===== config.mk =====
export PLATFORM = sky130hd
export DESIGN_NAME = dsp_mac_sequencer
export DESIGN_NICKNAME = d
export VERILOG_FILES = /design/src/rtl/dsp_mac_sequencer.sv
export SDC_FILE = /design/constraint.sdc
export NUM_CORES = 1
export LEC_CHECK = 0
export ABC_AREA = 1
export CAP_MARGIN = 40
export CELL_PAD_IN_SITES_DETAIL_PLACEMENT = 1
export CELL_PAD_IN_SITES_GLOBAL_PLACEMENT = 1
export CORE_UTILIZATION = 30
export DETAILED_ROUTE_END_ITERATION = 7
export MAX_ROUTING_LAYER = met4
export PLACE_DENSITY_LB_ADDON = 0.08
export SETUP_SLACK_MARGIN = 0.02
export SYNTH_ARGS = -nofsm -noshare
export SYNTH_HDL_FRONTEND = slang
export SYNTH_SLANG_ARGS = --single-unit
export TNS_END_PERCENT = 20

===== constraint.sdc =====
create_clock -name CLK -period 1.85 [get_ports CLK]
set_input_delay 0.37 -clock CLK [delete_from_list [all_inputs] [get_ports CLK]]
set_output_delay 0.37 -clock CLK [all_outputs]
set_load 0.02 [all_outputs]

===== src/rtl/dsp_mac_sequencer.sv =====
// Operand-feeding controller for a DSP slice: streams NTERMS operand pairs into A/B,
// gates the P register so it accumulates exactly those products, and returns the sum.
module dsp_mac_sequencer #(
    parameter int PIPE_LAT = 4,
    parameter int NT_W     = 8
) (
    input  logic            CLK,
    input  logic            RST_N,
    input  logic            START,
    input  logic [NT_W-1:0] NTERMS,
    input  logic            IN_VALID,
    output logic            IN_READY,
    input  logic [17:0]     IN_A,
    input  logic [17:0]     IN_B,
    output logic [17:0]     DSP_A,
    output logic [17:0]     DSP_B,
    output logic [17:0]     DSP_D,
    output logic [7:0]      DSP_OPMODE,
    output logic            DSP_CEA,
    output logic            DSP_CEB,
    output logic            DSP_CEM,
    output logic            DSP_CEP,
    output logic            DSP_RSTP,
    input  logic [47:0]     DSP_P,
    output logic            RES_VALID,
    input  logic            RES_READY,
    output logic [47:0]     RES_DATA,
    output logic            BUSY
);

    typedef enum logic [2:0] {
        ST_IDLE   = 3'd0,
        ST_CLEAR  = 3'd1,
        ST_ISSUE  = 3'd2,
        ST_DRAIN  = 3'd3,
        ST_RESULT = 3'd4
    } state_t;

    state_t              state_r;
    state_t              state_nxt_s;
    logic [NT_W:0]       nterms_r;
    logic [NT_W:0]       issued_r;
    logic [NT_W:0]       retired_r;
    logic [PIPE_LAT-1:0] tag_r;
    logic [17:0]         a_r;
    logic [17:0]         b_r;
    logic [47:0]         res_r;
    logic                hs_s;
    logic                last_hs_s;
    logic                drain_done_s;
    logic                start_job_s;
    logic                start_empty_s;

    // Handshake, job-start and completion qualifiers
    always_comb begin
        hs_s          = IN_VALID & (state_r == ST_ISSUE);
        last_hs_s     = hs_s & ((issued_r + {{NT_W{1'b0}}, 1'b1}) == nterms_r);
        drain_done_s  = (state_r == ST_DRAIN) & (retired_r == nterms_r);
        start_job_s   = (state_r == ST_IDLE) & START & (NTERMS != {NT_W{1'b0}});
        start_empty_s = (state_r == ST_IDLE) & START & (NTERMS == {NT_W{1'b0}});
    end

    // State register
    always_ff @(posedge CLK) begin
        if (!RST_N) begin
            state_r <= ST_IDLE;
        end else begin
            state_r <= state_nxt_s;
        end
    end

    // Next-state logic
    always_comb begin
        state_nxt_s = state_r;
        case (state_r)
            ST_IDLE: begin
                if (start_job_s) begin
                    state_nxt_s = ST_CLEAR;
                end else if (start_empty_s) begin
                    state_nxt_s = ST_RESULT;
                end else begin
                    state_nxt_s = ST_IDLE;
                end
            end
            ST_CLEAR: state_nxt_s = ST_ISSUE;
            ST_ISSUE: begin
                if (last_hs_s) begin
                    state_nxt_s = ST_DRAIN;
                end else begin
                    state_nxt_s = ST_ISSUE;
                end
            end
            ST_DRAIN: begin
                if (drain_done_s) begin
                    state_nxt_s = ST_RESULT;
                end else begin
                    state_nxt_s = ST_DRAIN;
                end
            end
            ST_RESULT: begin
                if (RES_READY) begin
                    state_nxt_s = ST_IDLE;
                end else begin
                    state_nxt_s = ST_RESULT;
                end
            end
            default: state_nxt_s = ST_IDLE;
        endcase
    end

    // Job bookkeeping, operand registers, product tags and result capture
    always_ff @(posedge CLK) begin
        if (!RST_N) begin
            nterms_r  <= {(NT_W+1){1'b0}};
            issued_r  <= {(NT_W+1){1'b0}};
            retired_r <= {(NT_W+1){1'b0}};
            tag_r     <= {PIPE_LAT{1'b0}};
            a_r       <= 18'd0;
            b_r       <= 18'd0;
            res_r     <= 48'd0;
        end else begin
            if (start_job_s) begin
                nterms_r <= {1'b0, NTERMS};
            end else begin
                nterms_r <= nterms_r;
            end

            // Tags mark the cycles whose products belong to this job; stale operands never commit
            tag_r <= {tag_r[PIPE_LAT-2:0], hs_s};

            if (state_r == ST_CLEAR) begin
                issued_r <= {(NT_W+1){1'b0}};
            end else if (hs_s) begin
                issued_r <= issued_r + {{NT_W{1'b0}}, 1'b1};
            end else begin
                issued_r <= issued_r;
            end

            if (state_r == ST_CLEAR) begin
                retired_r <= {(NT_W+1){1'b0}};
            end else if (tag_r[PIPE_LAT-1]) begin
                retired_r <= retired_r + {{NT_W{1'b0}}, 1'b1};
            end else begin
                retired_r <= retired_r;
            end

            if (hs_s) begin
                a_r <= IN_A;
                b_r <= IN_B;
            end else begin
                a_r <= a_r;
                b_r <= b_r;
            end

            if (start_empty_s) begin
                res_r <= 48'd0;
            end else if (drain_done_s) begin
                res_r <= DSP_P;
            end else begin
                res_r <= res_r;
            end
        end
    end

    // Output decode
    always_comb begin
        IN_READY   = (state_r == ST_ISSUE);
        BUSY       = (state_r != ST_IDLE);
        RES_VALID  = (state_r == ST_RESULT);
        RES_DATA   = res_r;
        DSP_A      = a_r;
        DSP_B      = b_r;
        DSP_D      = 18'd0;
        DSP_OPMODE = 8'h09;
        DSP_CEA    = (state_r != ST_IDLE);
        DSP_CEB    = (state_r != ST_IDLE);
        DSP_CEM    = (state_r != ST_IDLE);
        DSP_CEP    = tag_r[PIPE_LAT-1];
        DSP_RSTP   = ~RST_N | (state_r == ST_CLEAR);
    end

endmodule


==> Yosys cells after proc, flatten, opt, wreduce, memory -nomap -nowiden <==
Cells that the tools add are included.
{ "classes": {"n_addsub": 2, "multipliers": 0, "n_div": 0, "magnitude_cmp": 0, "n_eq_ne": 6, "shift": 0, "n_mux": 6, "bitwise_logic": 8, "reduce_logical": 6} }
{ "ops": {"columns": ["cell", "count"], "rows": [
  ["$add 9x1->9 const B", 2],
  ["$eq 9x8->1", 2],
  ["$pmux 3 s5", 1],
  ["$mux 3", 4],
  ["$logic_not 8->1", 1],
  ["$reduce_bool 8->1", 1],
  ["$and 1x1->1", 6],
  ["$eq 3x2->1 const B", 2],
  ["$reduce_or 2->1", 2],
  ["$eq 3x1->1 const B", 1],
  ["$eq 3x3->1 const B", 1],
  ["$logic_not 3->1", 1],
  ["$reduce_bool 3->1", 1],
  ["$mux 1", 1],
  ["$not 1->1", 1],
  ["$or 1x1->1", 1]
]} }
{ "word_totals": {"regBits": 117, "latchBits": 0, "ram_bits": 0, "rom_bits": 0, "input_bits": 97, "output_inout_bits": 118, "wordCells": 36, "n_memories": 0} }

==> Logic depth before layout (Yosys ltp) <==
Gate-level depths: netlist of run 1.
{ "logic_depth": {"word_depth": 6, "mapped_depth": 11} }

==> Worst setup path before layout of run 1 <==
Ideal clock, no wire load.
{ "synth_timing": {"path_kind": "flip-flop to flip-flop", "start": "reg nterms_r[5]", "end": "reg res_r[37] (netlist: RES_DATA[37])", "setup_ns": 0.118, "arrival_ns": 1.350, "t_required_ns": 1.732, "setup_slack_ns": 0.382, "path_stages_with_launch": 12, "period_less_slack_ns": 1.468, "cell_sequence": "dfxtp_1 > inv_2 > nand2_1 > o21ai_1 > nor3_2 > and2_1 > buf_6 > nand3_4 > buf_6 > buf_12 > nand2_2 > a21boi_2"} }
{ "synth_via": {"elab_chain_len": 2} }
{ "synth_rtl": {"columns": ["element", "line", "rtl"], "rows": [
  ["start, declared", "41", "logic [NT_W:0] nterms_r;"],
  ["start signal, assigned", "114", "nterms_r <= {(NT_W+1){1'b0}};"],
  ["start signal, assigned", "123", "nterms_r <= {1'b0, NTERMS};"],
  ["start signal, assigned", "125", "nterms_r <= nterms_r;"],
  ["$eq 9x8->1", "58", "drain_done_s = (state_r == ST_DRAIN) & (retired_r == nterms_r);"],
  ["$and 1x1->1", "58", null],
  ["end signal, assigned", "160", "res_r <= res_r;"],
  ["end, declared", "47", "logic [47:0] res_r;"]
]} }
Every way passes these cells.
A chain may end at the register's enable or synchronous reset.

==> Worst setup path in the final report of run 1 <==
{ "layout_timing": {"start": "reg res_r[28] (netlist: RES_DATA[28])", "end": "out RES_DATA[28]"} }
{ "layout_rtl": {"columns": ["element", "line", "rtl"], "rows": [
  ["end, declared", "27", "output logic [47:0] RES_DATA,"]
]} }
No word-level cell between the ends.

==> metrics.md, run 1 <==
| Metric | Value |
|---|---|
| Outcome | finished clean |
| Core Rows | 47 |
| Post-Layout Cell Count | 1089 |
| WL final | 16.7 mm |
| Global-route wire length before repair | 27.2 mm |
| Peak Freq | 560 MHz |
| Io pins | 215 |
| Leak pwr | 0.00298 µW |
| TritonCTS buffer count | 17 |
| Final setup vio count | 0 |
| Min Tclk post-route | 1.78 ns |
| Vias | 5098 |
| Cell Chain, Critical Path | clkdlybuf4s50_1 |
| Critical path peak fanout | 2 |
| Vias in the first global route | 5349 |
| DP Cell Count | 1057 |
| Core area | 16800 µm² |
| Sequential Power Share | 37.0% |
| Port Buffers | 188 |
| Post-Synthesis Cells | 662 |
| Finished Core Util | 47.4% |
| HPWL Detailed | 12.2 mm |
| Vias/cell | 4.68 |
| Uppermost layer routed | met4 |
| Most frequent cells in the layout | clkdlybuf4s50_1, dfxtp_1, nor2_1 |
| Final-report hold violation count | 0 |
| Tcrit/Tclk final | 96.5% |
| Drt drc | 0 |
| Buf/Inv on CP | 1 |
| Met3 wire length | 1.18 mm |
| Post-route setup TNS | 0 ns |
| Synth Warn # | 0 |
| Post-synthesis sequential area ratio | 45.1% |
| Max-cap violations | 0 |
| Top post-synthesis cells by area | dfxtp_1, nor2_1, nand2_1, nand4_1, o21ai_0 |
| Synth top area share | 45.1% |
| Global placement routability congestion | 0.805 |
| Synth cell types | 34 |
| Die width | 134 µm |
| Post-DR wirelength/cell | 15.3 µm |
| Post-synth top area cell | dfxtp_1 |
| Clock Pin Slew Worst Setup and Hold Paths | 0.06 ns |
| Clk root buf | clkbuf_16 |
| Peak supply drop | 0.000619 V |
| Met1 WL | 7.27 mm |
| Die span in y | 134 µm |
| H-tree level count | 4 |
| Synthesized flop and latch total | 117 |
| Pwr dens | 906 nW/µm² |
| Pre-Repair DR Iteration Count | 4 |
| Largest stage delay, worst path | 0.63 ns |
| Critical Path Slowest Stage Cell | clkdlybuf4s50_1 |
| Int Pwr | 5400 µW |
| Avg Cell Area, Syn | 7.84 µm² |
| Area Overhead vs Synth | 53.2% |
| Initial Utilization | 31.0% |
| Net Sw Frac | 25.1% |
| Share of layout cells above drive strength 1 | 11.6% |
| Worst Hold Class | register to register |
| Post-route setup slack | 0.0653 ns |
| Total Power Consumption | 7200 µW |
| Hold_buf cts | 0 |
| Req. time, crit path | 1.48 ns |
| 1st-iter DRT viols | 185 |
| Logic pwr share | 15.2% |
| Psw | 1810 µW |
| Initial antenna violation count | 0 |
| Largest net degree at the start of global routing | 49 |
| CTS Buffer Depth | 2 |
| RSZ-0062 raised after global routing | true |
| Total clock sinks | 117 |
| Crit path DAT | 1.41 ns |
| Global Route Usage Sum | 20.0% |
| Clk_lat worst skew | 0.41 ns |
| Critical path's top delay family | buffers and inverters |
| Commonest non-fill, non-tap cell in the layout | clkdlybuf4s50_1 |
| CP endpoint kind | primary output |
| Gr ovfl total | 0 |
| Nets | 955 |
| Worst Setup Start Kind | register |
| Worst Skew | 0.0111 ns |
| WS Path Type | register to primary output |
| Diode count | 0 |
| Clock share of power | 47.8% |
| Number of routed nets with antenna violations | 0 |
| Pre-CTS WS | -0.0792 ns |
| CTS tree | built |
| Routed length on met2 | 7.92 mm |
| Die area | 17800 µm² |
| Final slew viol count | 0 |
| Mapped cell area | 5190 µm² |
cells by family after synthesis:
kind of cell,after synthesis,share of synthesized area [%]
buffers and inverters,111,11.7
AND/OR/NAND/NOR,292,25.3
XOR/XNOR,6,1.01
multiplexers,1,0.193
flip-flops,117,45.1
AO/OA/AOI/OAI,131,16.0
other,2,0.145
adder cells (fa/ha/maj),2,0.482
layer usage:
layer,global-route usage (%),up-vias
li1,-,2531
met1,22.9,2387
met2,32.2,160
met3,6.51,20
met4,8.02,0
met5,-,-
repair_timing:
item / CTS / global route
pin swaps: 0 / 1
setup endpoints to repair: 13 / 12
gates resized for setup: 15 / 11
setup buffers: 0 / 0
power groups by stage:
stage	clock network, µW	registers, µW	logic [µW]
finish	3440	2660	1090
detailed placement	0	2720	1100
CTS	3540	2660	1100
floorplan	0	2760	563
global route	3640	2670	1190
global placement	0	2710	1090
state kept, by name, summed over array words and instances, names as in the netlist:
name / cells
tag_r: 4
nterms_r: 8
DSP_B: 18
state_r: 3
RES_DATA: 48
retired_r: 9
DSP_A: 18
issued_r: 9
final cells by class:
class                      instances  area [µm²]
clock buffer                      23         458
clock inverter                     9         151
fill                            1996        8810
inverter                          40         150
multi-input combinational        458        2360
sequential                       117        2340
tap                              220         275
timing repair buffer             222        2210
cell usage after synthesis:
| library cell | count |
|---|---|
| nor3_2 | 2 |
| nor3b_1 | 2 |
| ha_1 | 2 |
| buf_6 | 5 |
| o21ai_0 | 55 |
| and2_1 | 1 |
| a21boi_0 | 28 |
| o21ai_1 | 2 |
| or2_1 | 1 |
| nand2_2 | 10 |
| nand3_4 | 1 |
| a21boi_1 | 10 |
| a21boi_2 | 10 |
| a21oi_1 | 21 |
| conb_1 | 2 |
| buf_4 | 34 |
| nand4_1 | 52 |
| a31oi_1 | 2 |
| o21bai_1 | 1 |
| clkbuf_1 | 24 |
| inv_1 | 36 |
| nor2_1 | 111 |
| nand3_1 | 20 |
| xnor2_1 | 2 |
| a21oi_4 | 1 |
| nand2_1 | 92 |
| xor2_1 | 4 |
| buf_12 | 1 |
| clkinv_1 | 1 |
| buf_2 | 7 |
| inv_2 | 3 |
| mux2i_1 | 1 |
| o22ai_1 | 1 |
| dfxtp_1 | 117 |
through the flow:
stage / instance area (µm²) / hold slack, ns
after floorplan: 5280 / 0.390
after global placement: 7330 / 0.398
after detailed placement: 7330 / 0.406
after CTS: 7940 / 0.419
after global routing: 7950 / 0.446
final: 7950 / 0.419
path summary, 6_finish.rpt:
| kind | startpoint | end | slack (ns) | cells after the start |
|---|---|---|---|---|
| max | RES_DATA[28] | RES_DATA[28] | 0.07 | 1 |
| min | tag_r[2] | tag_r[3] | 0.42 | 2 |
| max reg2reg | issued_r[0] | state_r[0] | 0.17 | 9 |
| min reg2reg | tag_r[2] | tag_r[3] | 0.42 | 2 |
No activity file was read; power rests on OpenSTA's default activity.
==> inputs of run 2 (changes only) <==
--- a/config.mk
+++ b/config.mk
@@ -9,7 +9,7 @@
 export CAP_MARGIN = 40
 export CELL_PAD_IN_SITES_DETAIL_PLACEMENT = 1
 export CELL_PAD_IN_SITES_GLOBAL_PLACEMENT = 1
-export CORE_UTILIZATION = 30
+export CORE_UTILIZATION = 33
 export DETAILED_ROUTE_END_ITERATION = 7
 export MAX_ROUTING_LAYER = met4
 export PLACE_DENSITY_LB_ADDON = 0.08
==> constraint.sdc (replaced) <==
create_clock -name CLK -period 2.2 [get_ports CLK]
set_input_delay 0.44 -clock CLK [delete_from_list [all_inputs] [get_ports CLK]]
set_output_delay 0.44 -clock CLK [all_outputs]
set_load 0.02 [all_outputs]
==> run 2 against run 1 <==
  * Non-clock buffer count decreased by 19
  * Highest routed layer unchanged
  * Sequential cell count unchanged
  * Count of clock-buffer cells in the layout decreased by 2
==> metrics.md, run 2 (synthesized netlist as in run 1, its figures left out) <==
| Metric | Value |
|---|---|
| Critical path peak fanout | 6 (was 2) |
| Area Overhead vs Synth | 50.8% (was 53.2%) |
| Nets | 936 (was 955) |
| R2r worst-path depth | 7 (was 9) |
| Worst Skew | 0.00476 ns (was 0.0111 ns) |
| Die area | 16200 µm² (was 17800 µm²) |
| Die span in y | 127 µm (was 134 µm) |
| Pwr dens | 802 nW/µm² (was 906 nW/µm²) |
| CTS Buffer Depth | 2 (unchanged) |
| Vias | 5101 (was 5098) |
| Int Pwr | 4780 µW (was 5400 µW) |
| DP Cell Count | 1029 (was 1057) |
| Io pins | 215 (unchanged) |
| Crit path DAT | 1.55 ns (was 1.41 ns) |
| Vias in the first global route | 5280 (was 5349) |
| CP endpoint kind | primary output (unchanged) |
| Hold Path End | tag_r[1] (was tag_r[3]) |
| HPWL Detailed | 11.5 mm (was 12.2 mm) |
| Min Tclk post-route | 1.99 ns |
| Pre-Repair DR Iteration Count | 4 (unchanged) |
| Clk root buf | clkbuf_16 (unchanged) |
| Clock Pin Slew Worst Setup and Hold Paths | 0.05 ns (was 0.06 ns) |
| CTS tree | built (unchanged) |
| Clock share of power | 50.4% (was 47.8%) |
| WS Path Type | register to primary output (unchanged) |
| Max-cap violations | 0 (unchanged) |
| Post-Layout Cell Count | 1060 (was 1089) |
| Net Sw Frac | 23.9% (was 25.1%) |
| Hold Crit Depth | 2 (unchanged) |
| Gr ovfl total | 0 (unchanged) |
| Req. time, crit path | 1.76 ns (was 1.48 ns) |
| Initial Utilization | 34.0% (was 31.0%) |
| Vias/cell | 4.81 (was 4.68) |
| Psw | 1500 µW (was 1810 µW) |
| Sequential Power Share | 35.7% (was 37.0%) |
| Worst Hold Class | register to register (unchanged) |
| Die width | 127 µm (was 134 µm) |
| Diode count | 0 (unchanged) |
| Largest net degree at the start of global routing | 50 (was 49) |
| Cell Chain, Critical Path | clkdlybuf4s50_1 (unchanged) |
| Worst r2r src | retired_r[6] (was issued_r[0]) |
| Post-DR wirelength/cell | 15.4 µm (was 15.3 µm) |
| Max FFs per register | 48 (unchanged) |
| Total clock sinks | 117 (unchanged) |
| Tcrit/Tclk final | 90.7% |
| Global-route wire length before repair | 26.0 mm (was 27.2 mm) |
| Largest stage delay, worst path | 0.70 ns (was 0.63 ns) |
| Hold_buf cts | 0 (unchanged) |
| Logic pwr share | 13.8% (was 15.2%) |
| Commonest non-fill, non-tap cell in the layout | clkdlybuf4s50_1 (unchanged) |
| Most frequent cells in the layout | clkdlybuf4s50_1, dfxtp_1, nor2_1 (unchanged) |
| Port Buffers | 188 (unchanged) |
| Peak supply drop | 0.000524 V (was 0.000619 V) |
| Worst Setup Start Kind | register (unchanged) |
| Clk_lat worst skew | 0.41 ns (about the same) |
| R2R Setup Slk | 0.42 ns (was 0.17 ns) |
| Leak pwr | 0.00294 µW (was 0.00298 µW) |
| RSZ-0062 raised after global routing | false (was true) |
| Setup repair bufs after CTS | 0 (unchanged) |
| Drt drc | 0 (unchanged) |
| Global Route Usage Sum | 21.1% (was 20.0%) |
| Post-route setup TNS | 0 ns (unchanged) |
| Buf/Inv on CP | 1 (unchanged) |
| 1st-iter DRT viols | 283 (was 185) |
| WL final | 16.3 mm (was 16.7 mm) |
| Outcome | finished clean (unchanged) |
| TritonCTS buffer count | 17 (unchanged) |
| Global placement routability congestion | 0.799 (was 0.805) |
| Core Rows | 45 (was 47) |
| Core area | 15300 µm² (was 16800 µm²) |
| Peak Freq | 501 MHz |
| Critical Path Slowest Stage Cell | clkdlybuf4s50_1 (unchanged) |
| H-tree level count | 4 (unchanged) |
| Final slew viol count | 0 (unchanged) |
| Initial antenna violation count | 0 (unchanged) |
| Critical path's top delay family | buffers and inverters (unchanged) |
| Share of layout cells above drive strength 1 | 8.60% (was 11.6%) |
| Final-report hold violation count | 0 (unchanged) |
| Number of routed nets with antenna violations | 0 (unchanged) |
| Final setup vio count | 0 (unchanged) |
| Hold_sp | tag_r[0] (was tag_r[2]) |
| Crit Reg-Reg Endpoint | RES_DATA[18] (was state_r[0]) |
-- run 2: cell types whose count changed in the layout (fill, tap and decap cells not counted), sizes merged --
cell / change
clkdlybuf4s50: +1
bufinv: +2
clkdlybuf4s15: -1
buf: -20
dlymetal6s2s: +3
clkinvlp: -1
clkbuf: -3
dlygate4sd2: -1
-- run 2: power by group through the flow --
| stage | registers [µW] | logic, µW | clock network [µW] |
|---|---|---|---|
| 5_1_grt | 2250 | 943 | 3320 |
| 4_1_cts | 2240 | 879 | 3220 |
| 2_1_floorplan | 2320 | 473 | 0 |
| 3_5_place_dp | 2280 | 877 | 0 |
| 6_report | 2240 | 868 | 3170 |
| 3_3_place_gp | 2280 | 859 | 0 |
-- run 2: metrics by stage --
| stage | utilization [%] | setup slack, ns | hold WS [ns] | power (µW) | area, µm² |
|---|---|---|---|---|---|
| 5_1_grt | 51.3 | 0.165 | 0.452 | 6510 | 7830 |
| 3_3_place_gp | 46.9 | 0.139 | 0.398 | 3140 | 7150 |
| 2_1_floorplan | - | 0.732 | 0.390 | 2800 | 5280 |
| 4_1_cts | 51.2 | 0.0236 | 0.432 | 6340 | 7820 |
| 6_report | 51.3 | 0.206 | 0.427 | 6280 | 7830 |
| 3_5_place_dp | 46.9 | 0.134 | 0.415 | 3160 | 7150 |
-- run 2: tightest hold or removal path: stages (launching register included) --
cell and delay [ns]:
dfxtp_1 0.30, nand2_1 0.05, inv_1 0.05
-- run 2: timing repair --
| item | CTS | global route |
|---|---|---|
| cloned | 0 | 0 |
| endpoints found under the hold margin | 0 | 0 |
| setup endpoints to repair | 5 | 3 |
| resized for setup | 4 | 3 |
-- run 2: worst max-delay path by stage --
stage / slack (ns) / depth (start not counted) / from / end
floorplan: 0.73 / 11 / nterms_r[5] / RES_DATA[37]
global placement: 0.14 / 3 / RST_N / DSP_RSTP
detailed placement: 0.13 / 3 / RST_N / DSP_RSTP
CTS: 0.02 / 3 / state_r[0] / DSP_CEM
global route: 0.17 / 4 / state_r[2] / DSP_RSTP
finish: 0.21 / 1 / tag_r[3] / DSP_CEP
-- run 2: routing by layer --
layer  part of all wire, %  up-vias  global-route usage (%)
li1                      -     2498                       -
met4                   2.2        0                    9.24
met5                     0        -                       -
met1                    44     2416                    23.6
met3                   6.1       23                    5.78
met2                    48      164                    35.2
-- run 2: layout make-up --
class	count	area [µm²]
fill	1822	7430
sequential	117	2340
multi-input combinational	458	2340
timing repair buffer	203	2060
clock buffer	21	470
tap	211	264
clock inverter	10	200
inverter	40	150
==> inputs of run 3 (changes only) <==
--- a/config.mk
+++ b/config.mk
@@ -9,6 +9,7 @@
 export CAP_MARGIN = 40
 export CELL_PAD_IN_SITES_DETAIL_PLACEMENT = 1
 export CELL_PAD_IN_SITES_GLOBAL_PLACEMENT = 1
+export CORE_MARGIN = 8
 export CORE_UTILIZATION = 33
 export DETAILED_ROUTE_END_ITERATION = 7
 export MAX_ROUTING_LAYER = met4
==> run 3 against run 2 <==
  * Wire length up 8.1%
  * Sequential share of layout area up 0.46 points
  * Via count about the same
  * Total power down 5.7%
  * Combinational power down 2.8%
  * Setup slack worse by 0.0099 ns
  * Count of clock-buffer cells in the layout up 1
  * Clock skew up 0.0035 ns
==> metrics.md, run 3 (synthesized netlist as in run 1, its figures left out) <==
| Metric | Value |
|---|---|
| Outcome | finished clean (unchanged) |
| Vias in the first global route | 5384 (was 5280) |
| Final-report hold violation count | 0 (unchanged) |
| Req. time, crit path | 1.76 ns (about the same) |
| Drt drc | 0 (unchanged) |
| Die span in y | 141 µm (was 127 µm) |
| Largest stage delay, worst path | 0.69 ns (was 0.70 ns) |
| Peak Freq | 499 MHz (was 501 MHz) |
| Post-route setup slack | 0.196 ns (was 0.206 ns) |
| RSZ-0062 raised after global routing | false (unchanged) |
| Tcrit/Tclk final | 91.1% (was 90.7%) |
| Placed inst area | 7110 µm² (was 7150 µm²) |
| Post-route cell area | 7710 µm² (was 7830 µm²) |
| Largest net degree at the start of global routing | 50 (unchanged) |
| Diode count | 0 (unchanged) |
| Die width | 141 µm (was 127 µm) |
| Logic pwr share | 14.3% (was 13.8%) |
| Die area | 20000 µm² (was 16200 µm²) |
| Gr ovfl total | 0 (unchanged) |
| Clk_lat worst skew | 0.41 ns (about the same) |
| Sequential Power Share | 37.9% (was 35.7%) |
| Pwr dens | 768 nW/µm² (was 802 nW/µm²) |
| Commonest non-fill, non-tap cell in the layout | clkdlybuf4s50_1 (unchanged) |
| WL final | 17.6 mm (was 16.3 mm) |
| Clk root buf | clkbuf_16 (unchanged) |
| Buf/Inv on CP | 1 (unchanged) |
| 1st-iter DRT viols | 153 (was 283) |
| Int Pwr | 4440 µW (was 4780 µW) |
| Io pins | 215 (unchanged) |
| Pre-CTS WS | -0.0697 ns (was 0.134 ns) |
| Initial antenna violation count | 0 (unchanged) |
| Min Tclk post-route | 2.00 ns (was 1.99 ns) |
| Area Overhead vs Synth | 48.5% (was 50.8%) |
| Core area | 15700 µm² (was 15300 µm²) |
| Critical Path Slowest Stage Cell | clkdlybuf4s50_1 (unchanged) |
| Clock share of power | 47.9% (was 50.4%) |
| Number of routed nets with antenna violations | 0 (unchanged) |
| Critical path peak fanout | 6 (unchanged) |
| Port Buffers | 188 (unchanged) |
| Global Route Usage Sum | 18.1% (was 21.1%) |
| Crit path DAT | 1.56 ns (was 1.55 ns) |
| Max-cap violations | 0 (unchanged) |
| Total clock sinks | 117 (unchanged) |
| WS Path Type | register to primary output (unchanged) |
| Worst Hold Class | register to register (unchanged) |
| Most frequent cells in the layout | clkdlybuf4s50_1, dfxtp_1, nor2_1 (unchanged) |
| CP endpoint kind | primary output (unchanged) |
| Core Rows | 46 (was 45) |
| H-tree level count | 4 (unchanged) |
| Global-route wire length before repair | 27.7 mm (was 26.0 mm) |
| Finished Core Util | 49.2% (was 51.3%) |
| CTS tree | built (unchanged) |
| Cell Chain, Critical Path | clkdlybuf4s50_1 (unchanged) |
| Max-slew headroom | 63.6% |
| Final slew viol count | 0 (unchanged) |
| Final setup vio count | 0 (unchanged) |
| Slew @ Worst Pin | 0.546 ns |
| Hold_buf cts | 0 (unchanged) |
| Peak supply drop | 0.000554 V (was 0.000524 V) |
| Net Sw Frac | 25.0% (was 23.9%) |
| Vias | 5098 (was 5101) |
| Worst Setup Start Kind | register (unchanged) |
| Leak pwr | 0.00286 µW (was 0.00294 µW) |
| Post-DR wirelength/cell | 16.6 µm (was 15.4 µm) |
| HPWL Detailed | 13.1 mm (was 11.5 mm) |
| Share of layout cells above drive strength 1 | 8.38% (was 8.60%) |
| Initial Utilization | 33.2% (was 34.0%) |
| Pre-Repair DR Iteration Count | 6 (was 4) |
| Nets | 934 (was 936) |
| TritonCTS buffer count | 17 (unchanged) |
| Max FFs per register | 48 (unchanged) |
| Clock Pin Slew Worst Setup and Hold Paths | 0.05 ns (about the same) |
| Worst Skew | 0.00824 ns (was 0.00476 ns) |
| Psw | 1480 µW (was 1500 µW) |
| CTS Buffer Depth | 2 (unchanged) |
| Vias/cell | 4.80 (was 4.81) |
| Global placement routability congestion | 0.819 (was 0.799) |
| Critical path's top delay family | buffers and inverters (unchanged) |
-- run 3: metrics by stage --
step / cells / power, µW / hold slack (ns) / TNS [ns]
after floorplan: 686 / 2800 / 0.390 / 0
after global routing: 1063 / 6180 / 0.449 / 0
after detailed placement: 1032 / 3140 / 0.411 / -0.727
after global placement: 1032 / 3120 / 0.394 / 0
after CTS: 1063 / 6020 / 0.423 / 0
final: 1063 / 5920 / 0.420 / 0
-- run 3: final timing paths --
check                    from  slack (ns)     endpoint  cells past startpoint
hold reg to reg      tag_r[1]        0.42     tag_r[2]                      2
setup reg to reg  nterms_r[3]        0.29  RES_DATA[4]                      9
setup / recovery     tag_r[3]        0.20      DSP_CEP                      1
hold / removal       tag_r[1]        0.42     tag_r[2]                      2
-- run 3: what timing repair did --
item,4_1_cts,5_1_grt
endpoints found under the setup margin,7,0
resized for setup,7,0
buffers inserted,0,0
-- run 3: worst reg2reg max path, cell delays in order, from the launching register on --
cell and delay [ns]:
dfxtp_1 0.36, inv_2 0.07, nand2_1 0.09, o21ai_1 0.08, nor3_2 0.26, and2_1 0.26
nand3_4 0.23, buf_12 0.26, nand2_1 0.09, a21boi_0 0.08
-- run 3: area by class of cell --
cell class	instances	area, µm²
clock buffers	22	484
clock inverters	9	125
fillers	1904	7950
inverters	40	150
multi-input cells	458	2340
flip-flops and latches	117	2340
well taps	216	270
repair buffers	201	2000
-- run 3: power groups by stage --
stage | combinational (µW) | sequential, µW | clock, µW
finish | 844 | 2240 | 2830
floorplan | 473 | 2320 | 0
detailed placement | 857 | 2290 | 0
CTS | 850 | 2240 | 2920
global route | 919 | 2250 | 3010
global placement | 843 | 2280 | 0
-- run 3: layer usage --
| metal | global-route usage (%) | wire length (µm) |
|---|---|---|
| met5 | - | 0 |
| met4 | 7.46 | 372 |
| met3 | 7.39 | 1520 |
| met1 | 19.6 | 7520 |
| met2 | 29.0 | 8230 |
